$ cat src/rtl/clk_period_meter.sv
// Measures period and high time of a slow asynchronous clock in clk_in cycles,
// with a one-cycle valid pulse per complete period and a sticky stall timeout.
`timescale 1ns/1ps
module clk_period_meter #(
    parameter int unsigned      CNT_W   = 24,
    parameter logic [CNT_W-1:0] TIMEOUT = 24'd2500000
) (
    input  logic             clk_in,
    input  logic             rst,
    input  logic             meas_clk,
    input  logic             enable,
    output logic [CNT_W-1:0] period,
    output logic [CNT_W-1:0] high_time,
    output logic             period_valid,
    output logic             timeout
);

    typedef enum logic [1:0] {
        IDLE = 2'd0,
        ARM  = 2'd1,
        MEAS = 2'd2
    } state_t;

    localparam logic [CNT_W-1:0] CNT_ZERO = {CNT_W{1'b0}};
    localparam logic [CNT_W-1:0] CNT_ONE  = {{(CNT_W-1){1'b0}}, 1'b1};
    localparam logic [CNT_W-1:0] CNT_LAST = TIMEOUT - CNT_ONE;

    logic             s1_r;
    logic             s2_r;
    logic             s3_r;
    state_t           state_r;
    logic [CNT_W-1:0] cnt_r;
    logic [CNT_W-1:0] hcnt_r;
    logic [CNT_W-1:0] period_r;
    logic [CNT_W-1:0] high_time_r;
    logic             period_valid_r;
    logic             timeout_r;

    state_t           state_s;
    logic [CNT_W-1:0] cnt_s;
    logic [CNT_W-1:0] hcnt_s;
    logic [CNT_W-1:0] period_s;
    logic [CNT_W-1:0] high_time_s;
    logic             period_valid_s;
    logic             timeout_s;

    logic             lvl_s;
    logic             rise_s;
    logic             at_last_s;

    // Synchronizer plus history flop; runs regardless of FSM state so enable never fakes an edge.
    always_ff @(posedge clk_in or posedge rst) begin
        if (rst) begin
            s1_r <= 1'b0;
            s2_r <= 1'b0;
            s3_r <= 1'b0;
        end else begin
            s1_r <= meas_clk;
            s2_r <= s1_r;
            s3_r <= s2_r;
        end
    end

    assign lvl_s     = s2_r;
    assign rise_s    = s2_r & ~s3_r;
    assign at_last_s = (cnt_r == CNT_LAST);

    // Next-state and counter/result update; a rise always beats the timeout check.
    always_comb begin
        state_s        = state_r;
        cnt_s          = cnt_r;
        hcnt_s         = hcnt_r;
        period_s       = period_r;
        high_time_s    = high_time_r;
        period_valid_s = 1'b0;
        timeout_s      = timeout_r;

        if (!enable) begin
            state_s   = IDLE;
            cnt_s     = CNT_ZERO;
            hcnt_s    = CNT_ZERO;
            timeout_s = 1'b0;
        end else begin
            case (state_r)
                IDLE: begin
                    state_s = ARM;
                    cnt_s   = CNT_ZERO;
                    hcnt_s  = CNT_ZERO;
                end
                ARM: begin
                    if (rise_s) begin
                        state_s = MEAS;
                        cnt_s   = CNT_ZERO;
                        hcnt_s  = CNT_ONE;
                    end else if (at_last_s) begin
                        state_s   = ARM;
                        timeout_s = 1'b1;
                        cnt_s     = CNT_ZERO;
                        hcnt_s    = CNT_ZERO;
                    end else begin
                        cnt_s = cnt_r + CNT_ONE;
                    end
                end
                MEAS: begin
                    if (rise_s) begin
                        period_s       = cnt_r + CNT_ONE;
                        high_time_s    = hcnt_r;
                        period_valid_s = 1'b1;
                        timeout_s      = 1'b0;
                        cnt_s          = CNT_ZERO;
                        hcnt_s         = CNT_ONE;
                    end else if (at_last_s) begin
                        state_s   = ARM;
                        timeout_s = 1'b1;
                        cnt_s     = CNT_ZERO;
                        hcnt_s    = CNT_ZERO;
                    end else begin
                        cnt_s  = cnt_r + CNT_ONE;
                        hcnt_s = hcnt_r + {{(CNT_W-1){1'b0}}, lvl_s};
                    end
                end
                default: begin
                    state_s   = IDLE;
                    cnt_s     = CNT_ZERO;
                    hcnt_s    = CNT_ZERO;
                    timeout_s = 1'b0;
                end
            endcase
        end
    end

    // State, counters and registered results.
    always_ff @(posedge clk_in or posedge rst) begin
        if (rst) begin
            state_r        <= IDLE;
            cnt_r          <= CNT_ZERO;
            hcnt_r         <= CNT_ZERO;
            period_r       <= CNT_ZERO;
            high_time_r    <= CNT_ZERO;
            period_valid_r <= 1'b0;
            timeout_r      <= 1'b0;
        end else begin
            state_r        <= state_s;
            cnt_r          <= cnt_s;
            hcnt_r         <= hcnt_s;
            period_r       <= period_s;
            high_time_r    <= high_time_s;
            period_valid_r <= period_valid_s;
            timeout_r      <= timeout_s;
        end
    end

    assign period       = period_r;
    assign high_time    = high_time_r;
    assign period_valid = period_valid_r;
    assign timeout      = timeout_r;

endmodule

$ cat config.mk
export PLATFORM = sky130hd
export DESIGN_NAME = clk_period_meter
export DESIGN_NICKNAME = d
export VERILOG_FILES = /design/src/rtl/clk_period_meter.sv
export SDC_FILE = /design/constraint.sdc
export NUM_CORES = 1
export LEC_CHECK = 0
export ABC_AREA = 1
export BUFFER_PORTS_ARGS = -buffer_cell sky130_fd_sc_hd__buf_2
export CAP_MARGIN = 40
export CORE_MARGIN = 3
export CORE_UTILIZATION = 25
export DETAILED_ROUTE_END_ITERATION = 8
export PLACE_DENSITY_LB_ADDON = 0.05
export SLEW_MARGIN = 20
export SYNTH_ARGS = -nofsm -noshare
export SYNTH_HDL_FRONTEND = slang
export SYNTH_SLANG_ARGS = --single-unit
export TNS_END_PERCENT = 1
$ cat constraint.sdc
create_clock -name clk_in -period 7.2 [get_ports clk_in]
set_input_delay 0.72 -clock clk_in [delete_from_list [all_inputs] [get_ports clk_in]]
set_output_delay 0.72 -clock clk_in [all_outputs]
set_load 0.005 [all_outputs]
## Yosys cells after proc, flatten, opt, wreduce, memory -nomap -nowiden

Index checks and enable logic that the tools add are counted.

- Flip-flop bits (word level): 103
- Word-level logic and storage cells: 48
- Bits of input ports: 4
- Output and inout port bits: 50

- Bitwise gates (word level): 2
- Muxes and demuxes: 23
- Add/subtract/negate cells: 2
- Equal/unequal tests: 7
- Reductions and logical operators: 4

Operator list:

| operator | number |
|---|---|
| $mux W24 | 9 |
| $pmux W24 S2 | 1 |
| $add A24 B1 Y24 | 1 |
| $add A24 B1 Y24 const B | 1 |
| $eq A24 B22 Y1 const B | 1 |
| $mux W2 | 4 |
| $mux W1 | 7 |
| $ne A3 B3 Y1 const B | 2 |
| $pmux W2 S3 | 1 |
| $ne A4 B4 Y1 const B | 1 |
| $pmux W1 S3 | 1 |
| $reduce_and A3 Y1 | 1 |
| $eq A2 B1 Y1 const B | 1 |
| $eq A2 B2 Y1 const B | 1 |
| $logic_not A2 Y1 | 1 |
| $ne A2 B2 Y1 const B | 1 |
| $reduce_and A2 Y1 | 1 |
| $reduce_or A2 Y1 | 1 |
| $and A1 B1 Y1 | 1 |
| $not A1 Y1 | 1 |

## Logic depth before layout (Yosys ltp)

Gate-level depths: netlist of the first run.

- Word-level depth: 5
- Depth in mapped cells: 11
- Gate-level depth less buffers: 10

## Worst setup path before layout of the first run

No wires, ideal clock.

- Path type: flip-flop to flip-flop
- Start: reg hcnt_r[0]
- End: reg hcnt_r[16]
- Buffers on the path: 0
- Setup time: 121 ps
- Cell stages (with the launch flop): 10
- Data arrival time: 1533 ps
- Path slack: 5546 ps
- Required time: 7079 ps
- Clock period less this slack: 1654 ps
- Cell sequence: dfrtp_1 ha_1 ha_1 nand3_2 nor2_2 nand2_1 nor2_2 nand3_1 o21ai_0 nor2_1

- Longest elaborated chain between the ends: 5

RTL lines:

| item | line | text |
|---|---|---|
| start, declared | 33 | `logic [CNT_W-1:0] hcnt_r;` |
| start signal, assigned | 145 | `hcnt_r <= hcnt_s;` |
| $add A24 B1 Y24 | 119 | `hcnt_s = hcnt_r + {{(CNT_W-1){1'b0}}, lvl_s};` |
| $mux W24 | 112 | `end else if (at_last_s) begin` |
| $mux W24 | 105 | `if (rise_s) begin` |
| $pmux W24 S2 | 84 | `case (state_r)` |
| $mux W24 | 78 | `if (!enable) begin` |

Every way passes these cells.
A chain may end at the register's enable or synchronous reset.

## Worst setup path in the final report of the first run

- Start: reg state_r[0]
- End: reg period_r[6] (netlist: period[6])

- Longest elaborated chain between the ends: 2

RTL lines:

| item | line | text |
|---|---|---|
| start, declared | 31 | `state_t state_r;` |
| start signal, assigned | 143 | `state_r <= state_s;` |
| $eq A2 B2 Y1 | 84 |  |
| $reduce_and A3 Y1 (no source line) | n/a |  |
| end signal, assigned | 146 | `period_r <= period_s;` |
| end, declared | 34 | `logic [CNT_W-1:0] period_r;` |

Every way passes these cells.

==> flow_summary_export.csv, run 1 <==
group,metric,value,unit
synthesis,yosys.area.top_type_share,51.2,%
floorplan,io_pins,54,
synthesis,ys_ff_latch,103,
placed_design,io_buffer_count,53,
worst_setup_path,cpPeakStageDelay,600,ps
clock_tree,htreeDepth,3,
synthesis,synthTopCellsByArea,"dfrtp_1, nand2_1, nor2_1",
power,vdd_drop_max,0.000136,V
synthesis,yosysWarnings,0,
grt,grt_pass1_vias,3989,
synthesis,ys_types,31,
clock_tree,clock_sinks,103,
clock_tree,cts-root-buf,"clkbuf_16",
synthesis,postSynthAreaPerCell,7.91,sq um
clock_tree,cts_tree,"done",
power,combPwrFrac,6.6,%
placed_design,hpwl,9.27,mm
synthesis,synth_cells,637,
synthesis,syn_nets,648,
floorplan,dieArea,21900,sq um
grt,grt_busiest_layer,"met2",
timing,setup_tns,0,ps
timing,min_period,2240,ps
clock_tree,cts-resized-gates,0,
synthesis,synthesis.area,5040,sq um
worst_setup_path,crit_arrival,2450,ps
worst_setup_path,cp.buffers_inverters,3,
routing,drc,0,
timing,grt_setup_unrepaired,"no",
worst_setup_path,crit_required,7410,ps
run_status,status,"finished clean",
floorplan,initial_core_util,25.6,%
routing,drt-initial-drc-count,223,
power,p_sw,0.286,mW
routing,vias,4073,
floorplan,die_h,148,microns
worst_setup_path,cp_slowest_cell,"buf_4",
worst_setup_path,path_class,"flop to flop",
routing,antenna_left,0,
power,p_total,1.15,mW
power,internal_power,0.864,mW
routing,drt-total-wl,12.8,mm
power,p_seq_share,53.2,%
floorplan,placementRows,51,
timing,whs,356,ps
worst_setup_path,worstSetupEndpointType,"flop",
worst_setup_path,startpoint_type,"flop",
clock_tree,clk_pin_slew,70,ps
grt,antenna_found_initial,0,
clock_tree,post_cts_buffers,0,
synthesis,ys_seq_area_share,51.2,%
timing,slew_headroom,54.5,%
flow_run,cap_viol_max_count,0,
finish,final_common_cell,"nand2_1",
clock_tree,cts_buffers,9,
grt,grt.overflow.total,0,
synthesis,yosys.area.top_type,"dfrtp_1",
timing,skew,5.51,ps
grt,use_met3,2.12,%
routing,wl_per_cell,13.3,microns
finish,diodes,0,
grt,grt.total_usage,12.3,%
grt,gr-usage-met1,16.2,%
power,clkPwrFrac,40.2,%
routing,dr.pass1.iters,4,
timing,finalSetupViolCount,0,
clock_tree,clock_latency,350,ps
grt,met2_usage,20.3,%
worst_setup_path,cp_max_fo,74,
grt,grt_first_pass_wirelength,21.3,mm
finish,final_cell_mix,"nand2_1, dfrtp_1, nor2_1",
worst_setup_path,worstPathCellList,"inv_1 -> ha_1 -> nand2_1 -> nor2_4 -> inv_2 -> buf_4 -> o21ai_0",
finish,drive_gt1_share,14.0,%
synthesis,async_reset_ff_share,100,%
timing,min_period_over_period,31.1,%
floorplan,coreArea,19700,sq um
worst_hold_path,min_path_type,"flop to flop",
clock_tree,ctsHoldBuffers,0,
placed_design,gp_congestion,0.808,
finish,syn2layout_area_growth,16.4,%
timing,tightest_slew,682,ps
grt,grt_start_max_net_pins,75,
power,switching_share,24.9,%
worst_setup_path,cp_top_family,"buffers and inverters",
routing,vias_per_cell,4.24,
synthesis,synth-edff-count,0,
synthesis,synth_flop_cell,"dfrtp_1",
power,power_leakage,2.74,nW
finish,layout.nets,701,
timing,fmax,447,MHz
power,power.density,196,nW/um^2
clock_tree,cts_buffer_depth,2,
timing,slew_violations,0,
floorplan,die_w,148,microns
timing,hold_viol,0,
-- power groups by stage --
stage | registers, mW | logic (mW) | clock network (mW)
after floorplan | 0.624 | 0.0430 | 0
after global placement | 0.623 | 0.0765 | 0
after detailed placement | 0.623 | 0.0798 | 0
after CTS | 0.612 | 0.0798 | 0.487
after global routing | 0.614 | 0.0886 | 0.514
final | 0.611 | 0.0761 | 0.462
-- worst reg2reg max path: cells and delay by family, from the launching register on --
kind | cells | cell delay, ps
adders and majority gates | 1 | 290
DFF | 1 | 400
and+or+nand+nor | 2 | 280
AOI/OAI and AO/OA | 1 | 220
buffers and inverters | 3 | 920
-- stage by stage --
step	setup slack, ps	instances	instance area, sq um	util [%]
after global placement	4950	942	5560	28.3
final	4960	960	5860	29.8
after floorplan	3780	637	5040	-
after CTS	4920	960	5860	29.8
after detailed placement	4910	944	5600	28.5
after global routing	4700	960	5860	29.8
-- state kept, by name, summed over array words and instances (netlist names) --
| register | flops |
|---|---|
| cnt_r | 24 |
| hcnt_r | 24 |
| high_time | 24 |
| lvl_s | 1 |
| period | 24 |
| period_valid | 1 |
| s1_r | 1 |
| s3_r | 1 |
| state_r | 2 |
| timeout | 1 |
-- worst paths after layout --
path                       startpoint   endpoint  slack, ps  cells after the start
hold / removal                   s1_r      lvl_s        360                      0
setup reg to reg           state_r[0]  period[6]       4960                      7
min in group asynchronous         rst  period[3]        420                      2
max in group asynchronous         rst  hcnt_r[2]       5750                      4
setup / recovery           state_r[0]  period[6]       4960                      7
hold reg to reg                  s1_r      lvl_s        360                      0
-- cell usage after synthesis (2+ instances only) --
master / n
nand3_2: 3
o22ai_1: 2
nor2_2: 10
buf_6: 2
ha_1: 7
xnor2_1: 3
o21bai_1: 3
buf_2: 2
clkbuf_1: 9
nand2_1: 174
o21ai_0: 47
nor2_1: 87
inv_2: 5
nor3_2: 2
xor2_1: 12
dfrtp_1: 103
o21ai_1: 8
inv_1: 78
nand4_1: 10
nor3_1: 15
nand2_2: 2
nand3_1: 39
a21oi_1: 6
-- metal layers --
metal,vias to the layer above,wire [microns]
li1,2106,-
met1,1900,6080
met2,52,6120
met3,15,327
met4,0,274
met5,-,0
-- final cells by class --
cell class,count,area (sq um)
Clock buffer,11,233
Clock inverter,5,33.8
Fill cell,2208,13800
Inverter,83,314
Multi-Input combinational cell,436,2060
Sequential cell,103,2580
Tap cell,265,332
Timing Repair Buffer,57,315
-- logic make-up after synthesis --
| kind of cell | after synthesis | share of synthesized area [%] |
|---|---|---|
| simple gates | 346 | 29.5 |
| xor+xnor | 15 | 2.61 |
| flops | 103 | 51.2 |
| compound gates | 68 | 7.08 |
| fa+ha+maj | 7 | 1.74 |
| buf+inv | 98 | 7.95 |
Power figures use the tool's default switching activity.
==> inputs of run 2 (changes only) <==
--- a/config.mk
+++ b/config.mk
@@ -5,7 +5,7 @@
 export SDC_FILE = /design/constraint.sdc
 export NUM_CORES = 1
 export LEC_CHECK = 0
-export ABC_AREA = 1
+export ABC_AREA = 0
 export BUFFER_PORTS_ARGS = -buffer_cell sky130_fd_sc_hd__buf_2
 export CAP_MARGIN = 40
 export CORE_MARGIN = 3
==> constraint.sdc (replaced) <==
create_clock -name clk_in -period 2.3 [get_ports clk_in]
set_input_delay 0.23 -clock clk_in [delete_from_list [all_inputs] [get_ports clk_in]]
set_output_delay 0.23 -clock clk_in [all_outputs]
set_load 0.005 [all_outputs]
==> run 2 against run 1 <==
Clock skew increased by 2.2 ps; register-to-register slack got worse by 4800 ps; synthesized cell count decreased by 31%; cell count decreased by 23%.
==> flow_summary_export.csv, run 2 <==
group,metric,value,unit
power,vdd_drop_max,0.000339,V
worst_hold_path,hp-start,"enable",
worst_setup_path,path_common_cell,"nand2_1",
timing,slew_violations,0,
synthesis,synth_flop_cell,"dfrtp_1",
timing,finalSetupViolCount,0,
routing,drc,0,
synthesis,postSynthAreaPerCell,10.5,sq um
placed_design,gp_congestion,0.722,
synthesis,yosys.area_share.simple,20.1,%
run_status,status,"finished clean",
timing,setup_tns,0,ps
routing,vias_per_cell,4.59,
timing,min_period_over_period,92.8,%
floorplan,initial_core_util,25.6,%
worst_setup_path,cpPeakStageDelay,480,ps
timing,hold_viol,0,
finish,layoutNonFillerInstCount,744,
placed_design,io_buffer_count,53,
worst_setup_path,cp.buffers_inverters,1,
finish,final_common_cell,"dfrtp_1",
flow_run,cap_viol_max_count,0,
floorplan,coreArea,18100,sq um
synthesis,synth-edff-count,0,
routing,dr.pass1.iters,4,
grt,grt_first_pass_wirelength,18.9,mm
synthesis,ys_types,44,
floorplan,die_w,142,microns
routing,antenna_left,0,
worst_setup_path,cp_slowest_cell,"or4_1",
synthesis,synthTopCellsByCount,"dfrtp_1, nand2_1, o21ai_0",
clock_tree,htreeDepth,3,
floorplan,placementRows,49,
synthesis,synth_cells,439,
worst_setup_path,cp_max_fo,12,
finish,final_cell_mix,"dfrtp_1, buf_2, nand2_1",
worst_setup_path,crit_start,"state_r[0]",
synthesis,muxShareOfSynthArea,5.84,%
finish,n_fill_cell,1872,
synthesis,synth_compound_gate_area_share,9.54,%
synthesis,synth_top_family_by_area,"simple AND/OR/NAND/NOR gates",
clock_tree,cts_buffer_depth,2,
synthesis,synth-xor-area-share,4.35,%
grt,grt.overflow.total,0,
power,power.density,640,nW/um^2
synthesis,synth_most_common_cell,"dfrtp_1",
synthesis,async_reset_ff_share,100,%
floorplan,dieArea,20200,sq um
clock_tree,cts_buffers,9,
routing,vias,3418,
grt,antenna_found_initial,0,
grt,grt_pass1_vias,3479,
synthesis,syn_nets,450,
timing,tightest_slew,415,ps
grt,grt_start_max_net_pins,55,
placed_design,hpwl,7.84,mm
worst_setup_path,worstSetupEndpointType,"flop",
synthesis,synthesis.area,4630,sq um
placed_design,dp.cells,725,
synthesis,yosys.area.top_type_share,55.7,%
grt,grt.total_usage,11.8,%
finish,syn2layout_area_growth,22.4,%
worst_setup_path,path_class,"flop to flop",
routing,drt-initial-drc-count,125,
worst_hold_path,min_path_type,"primary input to flop",
synthesis,synthTopCellsByArea,"dfrtp_1, mux2_2, o21ai_0",
clock_tree,clock_sinks,103,
worst_setup_path,cp_top_family,"simple AND/OR/NAND/NOR gates",
routing,drt-total-wl,11.2,mm
floorplan,io_pins,54,
clock_tree,clk_pin_slew,70,ps
clock_tree,cts-root-buf,"clkbuf_16",
synthesis,yosysWarnings,0,
timing,min_period,2140,ps
worst_setup_path,startpoint_type,"flop",
power,power_leakage,2.62,nW
clock_tree,cts_tree,"done",
routing,wl_per_cell,15.1,microns
clock_tree,clock_latency,350,ps
synthesis,ys_ff_latch,103,
worst_setup_path,rr_startpoint,"state_r[0]",
synthesis,ys_seq_area_share,55.7,%
worst_setup_path,worstPathCellList,"inv_1 -> ha_1 -> nand2_1 -> or3_4 -> a22o_4 -> or4_1 -> nand2_1",
synthesis,synth-adder-area-share,1.89,%
synthesis,yosys.area.top_type,"dfrtp_1",
finish,diodes,0,
floorplan,die_h,142,microns
finish,layout.nets,521,
finish,drive_gt1_share,25.6,%
timing,grt_setup_unrepaired,"no",
worst_setup_path,crit_required,2590,ps
timing,skew,7.69,ps
timing,fmax,468,MHz
timing,slew_headroom,72.0,%
worst_setup_path,crit_arrival,2420,ps
## run 2: per-stage QoR
stage               instance area, sq um  hold WS [ps]  utilization (%)  power (mW)  setup WS (ps)
global route                        5670           209             31.3        3.82           2.02
detailed placement                  5320           338             29.4        2.07           67.2
global placement                    5320           334             29.4        2.08           95.9
CTS                                 5650           167             31.2        3.71           47.8
finish                              5670           184             31.3        3.62            165
floorplan                           4630           261                -        2.00            210
## run 2: logic make-up after synthesis
family | after synthesis
AND/OR/NAND/NOR | 175
flip-flops | 103
AO/OA/AOI/OAI | 79
buffers and inverters | 28
multiplexers | 24
XOR/XNOR | 23
adder cells (fa/ha/maj) | 7
## run 2: area by class of cell
class                      count  area (sq um)  area share, %
timing repair buffer          80           510           9.01
clock buffer                  11           253           4.46
sequential                   103          2580           45.5
clock inverter                 5          56.3          0.994
tap                          229           287           5.06
multi-input combinational    308          1950           34.4
inverter                       8          33.8          0.596
## run 2: path summary, 6_finish.rpt
kind / endpoint / slack [ps] / cells past startpoint
worst max-delay path: hcnt_r[17] / 160 / 7
worst min-delay path: timeout / 180 / 3
worst max register to register: hcnt_r[17] / 160 / 7
worst min register to register: lvl_s / 350 / 0
max in group asynchronous: cnt_r[5] / 1510 / 4
min in group asynchronous: period_valid / 540 / 4
## run 2: metal layers
layer / track usage, % / wire (microns)
met5: 0 / 0
met4: 4.19 / 136
met3: 2.82 / 357
met2: 16.7 / 4780
met1: 17.5 / 5950
## run 2: worst reg2reg max path, stage by stage, from the launching register on
cell,delay [ps]
dfrtp_1,390
inv_1,80
ha_1,290
nand2_1,100
or3_4,370
a22o_4,290
or4_1,480
nand2_1,70
## run 2: power breakdown
part | leakage (nW) | internal, mW | switching, mW
Combinational | 1.04 | 0.0656 | 0.137
Sequential | 1.43 | 1.82 | 0.00982
Clock | 0.152 | 0.902 | 0.684
Total | 2.62 | 2.79 | 0.831
## run 2: repair_timing
action                                  CTS  global route
hold endpoints to repair                 29             0
buffers inserted                          0             1
endpoints found under the setup margin    0             7
hold buffers                              2             0
gates resized for setup                   0             4
